==> src/rtl/spi_preamp_adc_ctrl.sv <==
// spi_preamp_adc_ctrl
// One SPI master shared by the LTC6912 preamp and the LTC1407A dual ADC.
// It loads the gain word after reset and whenever a new word is requested.
// It also starts conversions at a fixed period. Each conversion captures both
// channels and updates a hysteresis comparator per channel.
`timescale 1ns/1ps

module spi_preamp_adc_ctrl #(
  parameter int          CLK_DIV       = 4,
  parameter int          SAMPLE_W      = 14,
  parameter int          SAMPLE_PERIOD = 1000,
  parameter logic [7:0]  INIT_GAIN     = 8'h11
) (
  input  logic                clk,
  input  logic                rst_n,
  input  logic [3:0]          gain_a,
  input  logic [3:0]          gain_b,
  input  logic                gain_wr,
  input  logic [SAMPLE_W-1:0] thr_hi,
  input  logic [SAMPLE_W-1:0] thr_lo,
  input  logic                spi_miso,
  output logic                spi_sck,
  output logic                spi_mosi,
  output logic                amp_cs_n,
  output logic                ad_conv,
  output logic [SAMPLE_W-1:0] sample_a,
  output logic [SAMPLE_W-1:0] sample_b,
  output logic                sample_valid,
  output logic [1:0]          wave,
  output logic                gain_done,
  output logic                overrun
);

  typedef enum logic [1:0] {
    ST_INIT = 2'd0,
    ST_GAIN = 2'd1,
    ST_IDLE = 2'd2,
    ST_CONV = 2'd3
  } state_t;

  localparam int TICK_W = (SAMPLE_PERIOD > 1) ? $clog2(SAMPLE_PERIOD) : 1;
  localparam int DIV_W  = (CLK_DIV > 1) ? $clog2(CLK_DIV) : 1;
  localparam int FRAME_W = 34;

  // Half-period indices. A gain load is 16 halves.
  // A conversion is 2 ad_conv halves followed by 68 SCK halves.
  localparam logic [6:0] GAIN_LAST_HALF = 7'd15;
  localparam logic [6:0] CONV_LAST_HALF = 7'd69;
  localparam logic [6:0] CONV_SCK_HALF  = 7'd2;

  state_t              state;
  state_t              state_next;
  logic [TICK_W-1:0]   tick_cnt;
  logic                tick_wrap;
  logic [DIV_W-1:0]    div_cnt;
  logic [6:0]          half_cnt;
  logic                half_end;
  logic                gain_last;
  logic                conv_last;
  logic                sample_pt;
  logic                take_gain;
  logic                take_conv;
  logic [7:0]          gain_word;
  logic [7:0]          shadow_word;
  logic                gain_pending;
  logic                conv_pending;
  logic [FRAME_W-1:0]  frame;
  logic [SAMPLE_W-1:0] frame_sample [2];
  logic [1:0]          wave_next;
  logic [2:0]          bit_idx;

  assign tick_wrap = (tick_cnt == TICK_W'(SAMPLE_PERIOD - 1));
  assign half_end  = (div_cnt == DIV_W'(CLK_DIV - 1));
  assign gain_last = (state == ST_GAIN) && half_end && (half_cnt == GAIN_LAST_HALF);
  assign conv_last = (state == ST_CONV) && half_end && (half_cnt == CONV_LAST_HALF);
  // MISO is sampled on the clk edge that ends a low SCK half, which is where SCK rises.
  assign sample_pt = (state == ST_CONV) && half_end && (half_cnt >= CONV_SCK_HALF) && !half_cnt[0];
  assign take_gain = (state == ST_IDLE) && gain_pending;
  assign take_conv = (state == ST_IDLE) && !gain_pending && conv_pending;
  assign bit_idx   = half_cnt[3:1];

  // State register
  always_ff @(posedge clk or negedge rst_n) begin
    if (!rst_n) state <= ST_INIT;
    else        state <= state_next;
  end

  // Next-state logic: a pending gain load always goes ahead of a pending conversion
  always_comb begin
    state_next = state;
    case (state)
      ST_INIT: state_next = ST_GAIN;
      ST_GAIN: if (gain_last) state_next = ST_IDLE;
      ST_IDLE: begin
        if (gain_pending)      state_next = ST_GAIN;
        else if (conv_pending) state_next = ST_CONV;
      end
      ST_CONV: if (conv_last) state_next = ST_IDLE;
      default: state_next = ST_INIT;
    endcase
  end

  // Output decode: SCK is low in even halves and high in odd halves, and it stays low during ad_conv
  always_comb begin
    spi_sck  = 1'b0;
    spi_mosi = 1'b0;
    amp_cs_n = 1'b1;
    ad_conv  = 1'b0;
    case (state)
      ST_GAIN: begin
        amp_cs_n = 1'b0;
        spi_sck  = half_cnt[0];
        spi_mosi = gain_word[3'd7 - bit_idx];
      end
      ST_CONV: begin
        ad_conv = (half_cnt < CONV_SCK_HALF);
        spi_sck = (half_cnt >= CONV_SCK_HALF) && half_cnt[0];
      end
      default: ;
    endcase
  end

  // Free-running conversion period counter
  always_ff @(posedge clk or negedge rst_n) begin
    if (!rst_n)         tick_cnt <= '0;
    else if (tick_wrap) tick_cnt <= '0;
    else                tick_cnt <= tick_cnt + 1'b1;
  end

  // SCK timing counters: they restart on every state change and run only while shifting
  always_ff @(posedge clk or negedge rst_n) begin
    if (!rst_n) begin
      div_cnt  <= '0;
      half_cnt <= '0;
    end else if (state_next != state || !(state == ST_GAIN || state == ST_CONV)) begin
      div_cnt  <= '0;
      half_cnt <= '0;
    end else if (half_end) begin
      div_cnt  <= '0;
      half_cnt <= half_cnt + 7'd1;
    end else begin
      div_cnt  <= div_cnt + 1'b1;
    end
  end

  // Gain word handling: requests land in a shadow and are copied only when a load starts
  always_ff @(posedge clk or negedge rst_n) begin
    if (!rst_n) begin
      gain_word    <= '0;
      shadow_word  <= '0;
      gain_pending <= 1'b0;
      gain_done    <= 1'b0;
    end else begin
      if (state == ST_INIT) gain_word <= INIT_GAIN;
      else if (take_gain)   gain_word <= shadow_word;
      if (gain_wr) shadow_word <= {gain_b, gain_a};
      // A request arriving in the same cycle as a take stays pending for the next load
      gain_pending <= gain_wr | (gain_pending & ~take_gain);
      gain_done    <= gain_last;
    end
  end

  // Conversion request tracking; a tick arriving while a request is still unserved is sticky overrun
  always_ff @(posedge clk or negedge rst_n) begin
    if (!rst_n) begin
      conv_pending <= 1'b0;
      overrun      <= 1'b0;
    end else begin
      conv_pending <= tick_wrap | (conv_pending & ~take_conv);
      if (tick_wrap && conv_pending && !take_conv) overrun <= 1'b1;
    end
  end

  // ADC frame shift register, filled MSB first so the bit received first ends up in the top bit
  always_ff @(posedge clk or negedge rst_n) begin
    if (!rst_n)         frame <= '0;
    else if (sample_pt) frame <= {frame[FRAME_W-2:0], spi_miso};
  end

  // Frame bit k sits at frame[33-k]: channel A is k=2.., channel B is k=18..
  assign frame_sample[0] = frame[31 -: SAMPLE_W];
  assign frame_sample[1] = frame[15 -: SAMPLE_W];

  genvar gi;
  generate
    for (gi = 0; gi < 2; gi++) begin : g_chan
      logic wave_nx;
      // Hysteresis on the new sample: the upper test wins, and equality holds the state
      always_comb begin
        wave_nx = wave[gi];
        if ($signed(frame_sample[gi]) > $signed(thr_hi))      wave_nx = 1'b1;
        else if ($signed(frame_sample[gi]) < $signed(thr_lo)) wave_nx = 1'b0;
      end
    end
  endgenerate

  assign wave_next = {g_chan[1].wave_nx, g_chan[0].wave_nx};

  // Publish samples and wave together with the valid pulse at the end of the frame
  always_ff @(posedge clk or negedge rst_n) begin
    if (!rst_n) begin
      sample_a     <= '0;
      sample_b     <= '0;
      wave         <= '0;
      sample_valid <= 1'b0;
    end else begin
      sample_valid <= conv_last;
      if (conv_last) begin
        sample_a <= frame_sample[0];
        sample_b <= frame_sample[1];
        wave     <= wave_next;
      end
    end
  end

endmodule

==> config.mk <==
export PLATFORM = sky130hd
export DESIGN_NAME = spi_preamp_adc_ctrl
export DESIGN_NICKNAME = d
export VERILOG_FILES = /design/src/rtl/spi_preamp_adc_ctrl.sv
export SDC_FILE = /design/constraint.sdc
export NUM_CORES = 1
export LEC_CHECK = 0
export CAP_MARGIN = 20
export CORE_ASPECT_RATIO = 1.1
export CORE_MARGIN = 2
export CORE_UTILIZATION = 58
export CTS_BUF_LIST = sky130_fd_sc_hd__clkbuf_16
export DETAILED_ROUTE_END_ITERATION = 10
export DONT_BUFFER_PORTS = 1
export GPL_TIMING_DRIVEN = 0
export HOLD_SLACK_MARGIN = 0.15
export PLACE_DENSITY = 0.76
export SETUP_SLACK_MARGIN = 0.4
export SLEW_MARGIN = 20
export SYNTH_ARGS = -nofsm -noshare
export SYNTH_HDL_FRONTEND = slang
export SYNTH_SLANG_ARGS = --single-unit
export TNS_END_PERCENT = 5
==> constraint.sdc <==
create_clock -name clk -period 1.95 [get_ports clk]
set_clock_uncertainty 0.15 [all_clocks]
set_input_delay 0.195 -clock clk [delete_from_list [all_inputs] [get_ports clk]]
set_output_delay 0.195 -clock clk [all_outputs]
set_load 0.03 [all_outputs]
* Word-level counts from Yosys, hierarchy flattened
Cells that the tools add are included.
** Operators by class
- Equal/unequal tests :: 8
- Order comparisons :: 7
- Bitwise operators :: 6
- Add/subtract/negate cells :: 4
- Multiplexer cells :: 22
- Reductions and logical operators :: 25
** Operator list (count)
- $gt 14x14->1 :: 2
- $lt 14x14->1 :: 2
- $mux 8 :: 2
- $mux 7 :: 2
- $logic_and 1x1->1 :: 12
- $mux 2 :: 6
- $add 10x1->10 const B :: 1
- $eq 10x10->1 const B :: 1
- $mux 10 :: 1
- $mux 1 :: 8
- $pmux 2 s4 :: 1
- $reduce_bool 2->1 :: 4
- $add 7x1->7 const B :: 1
- $eq 7x4->1 const B :: 1
- $eq 7x7->1 const B :: 1
- $ge 7x2->1 const B :: 1
- $lt 7x2->1 const B :: 1
- $eq 2x2->1 const B :: 3
- $logic_not 1->1 :: 4
- $lt 3x4->1 const B :: 1
- $reduce_and 2->1 :: 2
- $bmux 1 s3 :: 1
- $sub 3x3->3 const A :: 1
- $add 2x1->2 const B :: 1
- other kinds (8) :: 12
** Storage, ports and cells
- Register bits after elaboration :: 104

* Longest topological paths before layout
Gate-level depths: netlist (run 1).
- Depth after elaboration :: 8
- Gate-level depth with buffers :: 8

* Least setup slack after synthesis (run 1)
No wires, ideal clock.
- Path kind :: reg2reg
- Start point :: register half_cnt[4]
- End point :: register frame[10]
- Setup slack :: -0.191 ns
- Period minus slack after synthesis :: 2.141 ns
- Data arrival time :: 1.865 ns
- Cell stages (with the launch flop) :: 7
- Setup time :: 0.125 ns
- Path through :: dfrtp_1 or3_1 or4_4 nor2_4 nor4b_4 buf_6 mux2_4
** On the way
- Word-level cells in the longest chain between the ends :: 3
** RTL lines
- start: declaration :: line 56 : logic [6:0] half_cnt;
- start signal: assignment :: line 140 : half_cnt <= half_cnt + 7'd1;
- $ge 7x2->1 :: line 77 : assign sample_pt = (state == ST_CONV) && half_end && (half_cnt >= CONV_SCK_HALF) && !half_cnt[0];
- $logic_and 1x1->1 (2 in series) :: line 77
- end signal: assignment :: line 177 : else if (sample_pt) frame <= {frame[FRAME_W-2:0], spi_miso};
- end: declaration :: line 67 : logic [FRAME_W-1:0] frame;
Every way passes these cells.
A chain may end at the register's enable or synchronous reset.

* Final worst setup path (run 1)
- Start point :: register half_cnt[6]
- End point :: register frame[25]
The elaborated chain is that of the path after synthesis.

==> flow_metrics.env, run 1 <==
export IMPL_peakVddDrop_mv=0.4655
export IMPL_required_ps=2030
export IMPL_start_kind="flip-flop"
export IMPL_grt_overflow_total=0
export IMPL_antenna_found_initial=0
export IMPL_io_pins=77
export IMPL_nFillCells=636
export IMPL_path_max_fanout=8
export IMPL_synth_edf_count=0
export IMPL_setup_worst_path_class="reg2reg"
export IMPL_die_y_um=107.8
export IMPL_drive_above_1_share=0.2776
export IMPL_drt_wl_total_mm=12.65
export IMPL_ys_flop_type="dfrtp_1"
export IMPL_ant_nets=0
export IMPL_fmax_ghz=0.4453
export IMPL_grt_total_usage=0.2496
export IMPL_rsz0062_at_grt="true"
export IMPL_maxCapViolCount=0
export IMPL_cts_max_path_buffers=2
export IMPL_first_pass_iters=4
export IMPL_powerDensity_nw_per_um2=609.2
export IMPL_core_um2=9444
export IMPL_power_leakage_nw=3.349
export IMPL_vias_per_cell=6.118
export IMPL_die_w_um=98.40
export IMPL_crit_chain="or3_4 > or4_4 > nor2_4 > nor4b_4 > buf_6 > mux2_4"
export IMPL_cts_sinks=104
export IMPL_status="complete, but fails checks"
export IMPL_grt_max_degree=105
export IMPL_tightest_slew_ps=622.2
export IMPL_worstPathArrival_ps=2330
export IMPL_synthTopCellsByArea="dfrtp_1 (46%), ha_1 (13%), mux2_2 (7.9%), mux2_4 (6.9%), inv_1 (2.6%)"
export IMPL_final_cells=643
export IMPL_drv_slew=0
export IMPL_dr_total_vias=3934
export IMPL_grt_pass1_vias=4202
export IMPL_layout_nets=620
export IMPL_synth_cell_type_count=48
export IMPL_clk_pin_slew_worst_paths_ps=70
export IMPL_syn_inst=486
export IMPL_path_buf_inv=1
export IMPL_critPathMaxStageDelay_ps=470
export IMPL_violations="hold timing, setup timing"
export IMPL_cts_tree="built"
export IMPL_grt_pass1_wl_mm=20.78
export IMPL_reg2reg_depth=6
export IMPL_hold_ws_ps=-611.1
export IMPL_path_depth=6
export IMPL_syn_avg_cell_area_um2=11.70
export IMPL_syn_to_final_growth_pct=17.80
export IMPL_globalplace_congestion=0.8742
export IMPL_hpwl_mm=8.256
export IMPL_h_tree_depth=3
export IMPL_yosysTopAreaCellShare=0.4577
export IMPL_post_route_period_util=1.152
export IMPL_placementRows=37
export IMPL_worstSetupEndpointType="flip-flop"
export IMPL_setup_violations=46
export IMPL_synth_async_reset_ratio=1.000
export IMPL_syn_nets=585
export IMPL_crit_slowest_cell="or4_4"
export IMPL_diodes=0
export IMPL_yosysWarnings=0
export IMPL_drc=0
export IMPL_holdBufCountCts=9
export IMPL_cpLargestDelayFamily="simple AND/OR/NAND/NOR gates"
export IMPL_synth_top_area_cell="dfrtp_1"
export IMPL_hold_viol_final=104
export IMPL_clock_root_buffer="clkbuf_16"
export IMPL_regToRegSetupSlack_ps=-300
export IMPL_start_util=0.6020
export IMPL_synth_seq_cells=104
export IMPL_setup_ws_ps=-295.6
export IMPL_hold_path_class="in2async"
export IMPL_die_area_um2=10610
export IMPL_period_needed_ps=2246
export IMPL_clk_latency_ps=340
export IMPL_place_inst=603
export IMPL_drt_iter0_drc=163
export IMPL_final_core_util=0.7092
export IMPL_cts_buffers=9
export IMPL_io_buffers=0
export IMPL_wire_per_inst_um=19.67
export IMPL_syn_area_um2=5685
export IMPL_ys_seq_area_frac=0.4577
export IMPL_place_ws_ps=-564.5
export IMPL_slew_headroom=0.5835
metrics by stage:
step | area [um^2] | hold slack [ps] | power [W] | setup TNS, ps
6_report | 6698 | -611.1 | 0.004080 | -10710
5_1_grt | 6698 | -624.8 | 0.004221 | -14220
4_1_cts | 6606 | -613.4 | 0.004093 | -10730
3_5_place_dp | 5832 | -247.9 | 0.002344 | -25320
3_3_place_gp | 5832 | -247.9 | 0.002337 | -23050
2_1_floorplan | 5685 | -250.6 | 0.002314 | -7485
state kept, by name, indices dropped and copies added, names as in the netlist:
name and count:
half_cnt 7, state 2, frame 32, gain_pending 1
wave 2, overrun 1, tick_cnt 10, gain_word 8
sample_valid 1, sample_a 14, sample_b 14, shadow_word 8
div_cnt 2, gain_done 1, conv_pending 1
area by class of cell:
cell class | instances | area [um^2] | share of cell area
buffer | 14 | 185.2 | 0.02765
clock buffer | 9 | 225.2 | 0.03363
clock inverter | 7 | 61.31 | 0.009154
inverter | 40 | 150.1 | 0.02242
multi-input combinational | 328 | 3083 | 0.4603
sequential | 104 | 2611 | 0.3899
tap | 117 | 146.4 | 0.02186
timing repair buffer | 24 | 235.2 | 0.03512
routing by layer:
layer,share of wire,global-route usage,up-vias,routed length (um)
met5,0,0,-,0
met4,0.029,0.09295,0,368
li1,-,-,1808,-
met2,0.50,0.4223,115,6362
met1,0.42,0.3228,1981,5348
met3,0.045,0.04351,30,569
power by group:
| part | switching [W] | internal (W) |
|---|---|---|
| logic | 0.0000757 | 0.0000668 |
| registers | 0.00000885 | 0.00217 |
| clock network | 0.000863 | 0.000894 |
| total | 0.000948 | 0.00313 |
cells by family after synthesis:
| kind of cell | share of synthesized area |
|---|---|
| buffers and inverters | 0.04665 |
| AO/OA/AOI/OAI | 0.08693 |
| XOR/XNOR | 0.02003 |
| AND/OR/NAND/NOR | 0.09947 |
| adder cells (fa/ha/maj) | 0.1298 |
| multiplexers | 0.1593 |
| flip-flops | 0.4577 |
repair_timing:
| item | CTS | global route |
|---|---|---|
| gates cloned | 3 | 0 |
| setup endpoints to repair | 86 | 83 |
| hold endpoints to repair | 113 | 104 |
| pin swaps | 7 | 6 |
| resized for setup | 71 | 21 |
| setup buffers | 11 | 1 |
path summary, 6_finish.rpt:
check	start	endpoint
hold / removal	rst_n	sample_a[6]$_DFFE_PN0P_
hold reg to reg	frame[0]$_DFFE_PN0P_	frame[0]$_DFFE_PN0P_
max in group asynchronous	rst_n	tick_cnt[2]$_DFF_PN0_
min in group clk	gain_wr	gain_pending$_DFF_PN0_
setup reg to reg	half_cnt[6]$_DFFE_PN0P_	frame[25]$_DFFE_PN0P_
setup / recovery	half_cnt[6]$_DFFE_PN0P_	frame[25]$_DFFE_PN0P_
layout by cell type, fill, tap and decap left out, types with 13 or more instances in the layout:
cell	netlist	final
inv_1	40	39
dfrtp_1	104	97
nor2_1	27	22
mux2_2	40	13
ha_1	59	54
mux2_4	26	53
nand2_1	30	30
o21ai_0	19	17
clkbuf_16	0	13
a21oi_1	21	20
cell usage after synthesis (all sizes together), types with 6 or more instances:
library cell    n
a21o            9
a21oi          21
a22o            6
clkbuf          8
dfrtp         104
ha             59
inv            40
mux2           66
nand2          30
nand2b          7
nand3          12
nand4           7
nor2           28
nor2b           6
o21ai          19
xor2            8
(Power assumes the default switching activity.)
==> inputs of run 2 (changes only) <==
- CTS_CLUSTER_DIAMETER: not set -> 200
- PLACE_DENSITY: 0.76 -> 0.82
==> run 2 against run 1 <==
The run still ends with hold timing, setup timing left. Fmax down 0.44%. Setup slack worse by 10 ps. First-iteration DRC count down 10%. Critical path depth down 2. Combinational power about the same. Design area down 2.7%. Clock-buffer cell count unchanged. Core utilization down 1.9 points. Routed wire length down 1.7%. Register-to-register slack about the same. Total power about the same. Non-clock buffer count down 5. Largest cell class unchanged.
==> flow_metrics.env, run 2 (synthesis results as in run 1) <==
export IMPL_ff_latch_area_um2=2609
export IMPL_rsz0062_at_grt="true"
export IMPL_clk_latency_ps=350
export IMPL_place_inst=603
export IMPL_hpwl_mm=8.470
export IMPL_placementRows=37
export IMPL_powerDensity_nw_per_um2=626.6
export IMPL_wire_per_inst_um=19.49
export IMPL_layout_nets=615
export IMPL_post_route_period_util=1.157
export IMPL_die_w_um=98.40
export IMPL_final_cell_mix="dfrtp_1 (99), ha_1 (55), inv_1 (39), mux2_2 (35), mux2_4 (31)"
export IMPL_r2r_end="frame[29]$_DFFE_PN0P_"
export IMPL_reg2reg_depth=6
export IMPL_h_tree_depth=3
export IMPL_core_um2=9444
export IMPL_antenna_found_initial=0
export IMPL_regMostFlops="frame"
export IMPL_hold_viol_final=104
export IMPL_final_core_util=0.6897
export IMPL_cts_tree="built"
export IMPL_place_area_um2=5832
export IMPL_worstPathArrival_ps=1910
export IMPL_die_y_um=107.8
export IMPL_clk_pin_slew_worst_paths_ps=70
export IMPL_hold_ws_ps=-615.5
export IMPL_critPathMaxStageDelay_ps=470
export IMPL_setup_worst_path_class="reg2out"
export IMPL_critical_path_startpoint="half_cnt[6]$_DFFE_PN0P_"
export IMPL_violations="hold timing, setup timing"
export IMPL_ant_nets=0
export IMPL_globalplace_congestion=0.8475
export IMPL_start_util=0.6020
export IMPL_drt_iter0_drc=146
export IMPL_start_kind="flip-flop"
export IMPL_io_buffers=0
export IMPL_setup_violations=50
export IMPL_regToRegStartpoint="half_cnt[6]$_DFFE_PN0P_"
export IMPL_regToRegSetupSlack_ps=-300
export IMPL_vias_per_cell=6.050
export IMPL_syn_to_final_growth_pct=14.57
export IMPL_finalSetupTns_ps=-10340
export IMPL_crit_slowest_cell="or4_4"
export IMPL_multiInputGateArea_um2=2969
export IMPL_slew_headroom=0.6345
export IMPL_crit_chain="or3_4 > or4_4 > nor2_4 > a21oi_2"
export IMPL_maxCapViolCount=0
export IMPL_cts_buffers=9
export IMPL_holdBufCountCts=9
export IMPL_drv_slew=0
export IMPL_drive_above_1_share=0.2610
export IMPL_grt_pass1_wl_mm=20.34
export IMPL_hold_path_class="in2async"
export IMPL_tightest_slew_ps=546.0
export IMPL_setup_ws_ps=-305.6
export IMPL_final_cells=638
export IMPL_clock_root_buffer="clkbuf_16"
export IMPL_required_ps=1600
export IMPL_drt_wl_total_mm=12.43
export IMPL_first_pass_iters=4
export IMPL_fin_total_pwr_w=0.004082
export IMPL_cpLargestDelayFamily="simple AND/OR/NAND/NOR gates"
export IMPL_drc=0
export IMPL_largest_register_ff_count=32
export IMPL_dr_total_vias=3860
export IMPL_path_max_fanout=2
export IMPL_die_area_um2=10610
export IMPL_grt_max_degree=105
export IMPL_layout_commonest_cell="dfrtp_1"
export IMPL_path_buf_inv=0
export IMPL_nFillCells=624
export IMPL_cts_max_path_buffers=2
export IMPL_grt_overflow_total=0
export IMPL_power_leakage_nw=3.231
export IMPL_status="complete, but fails checks"
export IMPL_grt_total_usage=0.2456
export IMPL_period_needed_ps=2256
export IMPL_worstSetupEndpointType="primary output"
export IMPL_grt_pass1_vias=4136
export IMPL_diodes=0
export IMPL_cts_sinks=104
export IMPL_design_area_um2=6514
export IMPL_reg_top3="frame: 32 flops, sample_a: 14 flops, sample_b: 14 flops"
export IMPL_fmax_ghz=0.4433
export IMPL_io_pins=77
export IMPL_peakVddDrop_mv=0.5511
==> run 2: cell types whose count changed in the layout (fill, tap and decap cells not counted), moves of 2 or more <==
cell	previous run	this run
buf_4	11	8
clkbuf_16	13	10
dfrtp_1	97	99
dfrtp_2	7	5
mux2_2	13	35
mux2_4	53	31
nor2_1	22	25
nor2_4	4	2
==> run 2: timing repair <==
| item | in CTS | in global routing |
|---|---|---|
| gates cloned | 2 | 1 |
| endpoints found under the setup margin | 86 | 84 |
| pin swaps | 8 | 5 |
| gates resized for setup | 41 | 22 |
| endpoints found under the hold margin | 114 | 104 |
| buffers inserted | 6 | 1 |
==> run 2: final cells by class <==
| type | count | area share |
|---|---|---|
| Timing Repair Buffer | 19 | 0.02708 |
| Multi-Input combinational cell | 328 | 0.4558 |
| Clock inverter | 7 | 0.009412 |
| Inverter | 40 | 0.02305 |
| Tap cell | 117 | 0.02247 |
| Clock buffer | 9 | 0.03458 |
| Sequential cell | 104 | 0.4005 |
| Buffer | 14 | 0.02708 |
==> run 2: how the worst max path moves through the flow <==
| stage | cells after the start | slack (ps) | endpoint |
|---|---|---|---|
| 6_report | 4 | -310 | spi_sck |
| 5_1_grt | 4 | -340 | spi_sck |
| 4_1_cts | 4 | -320 | spi_sck |
| 3_5_place_dp | 8 | -560 | wave[1]$_DFFE_PN0P_ |
| 3_3_place_gp | 6 | -490 | sample_b[11]$_DFFE_PN0P_ |
| 2_1_floorplan | 6 | -190 | frame[10]$_DFFE_PN0P_ |
==> run 2: report_power, final <==
part	total, W	internal [W]	switching [W]
registers	0.00218	0.00217	0.00000853
clock network	0.00176	0.000894	0.000864
logic	0.000144	0.0000675	0.0000762
total	0.00408	0.00313	0.000949
==> run 2: per-layer routing <==
metal	GRT usage	up-vias	wire length [um]	share of wire
met5	0	-	0	0
met1	0.3010	1922	5190	0.42
met4	0.1057	0	384	0.031
met3	0.05584	34	612	0.049
met2	0.4169	117	6246	0.50
li1	-	1787	-	-
==> run 2: worst reg2reg max path, cell delays in order, from the launching register on <==
cell	delay, ps
dfrtp_1	390
or3_4	390
or4_4	470
nor2_4	150
nor4b_4	100
buf_6	180
mux2_4	300
==> run 2: through the flow <==
step	setup WS, ps	hold slack [ps]
2_1_floorplan	-190.6	-250.6
5_1_grt	-344.6	-631.0
3_3_place_gp	-487.7	-247.9
3_5_place_dp	-564.9	-247.3
4_1_cts	-320.6	-623.6
6_report	-305.6	-615.5
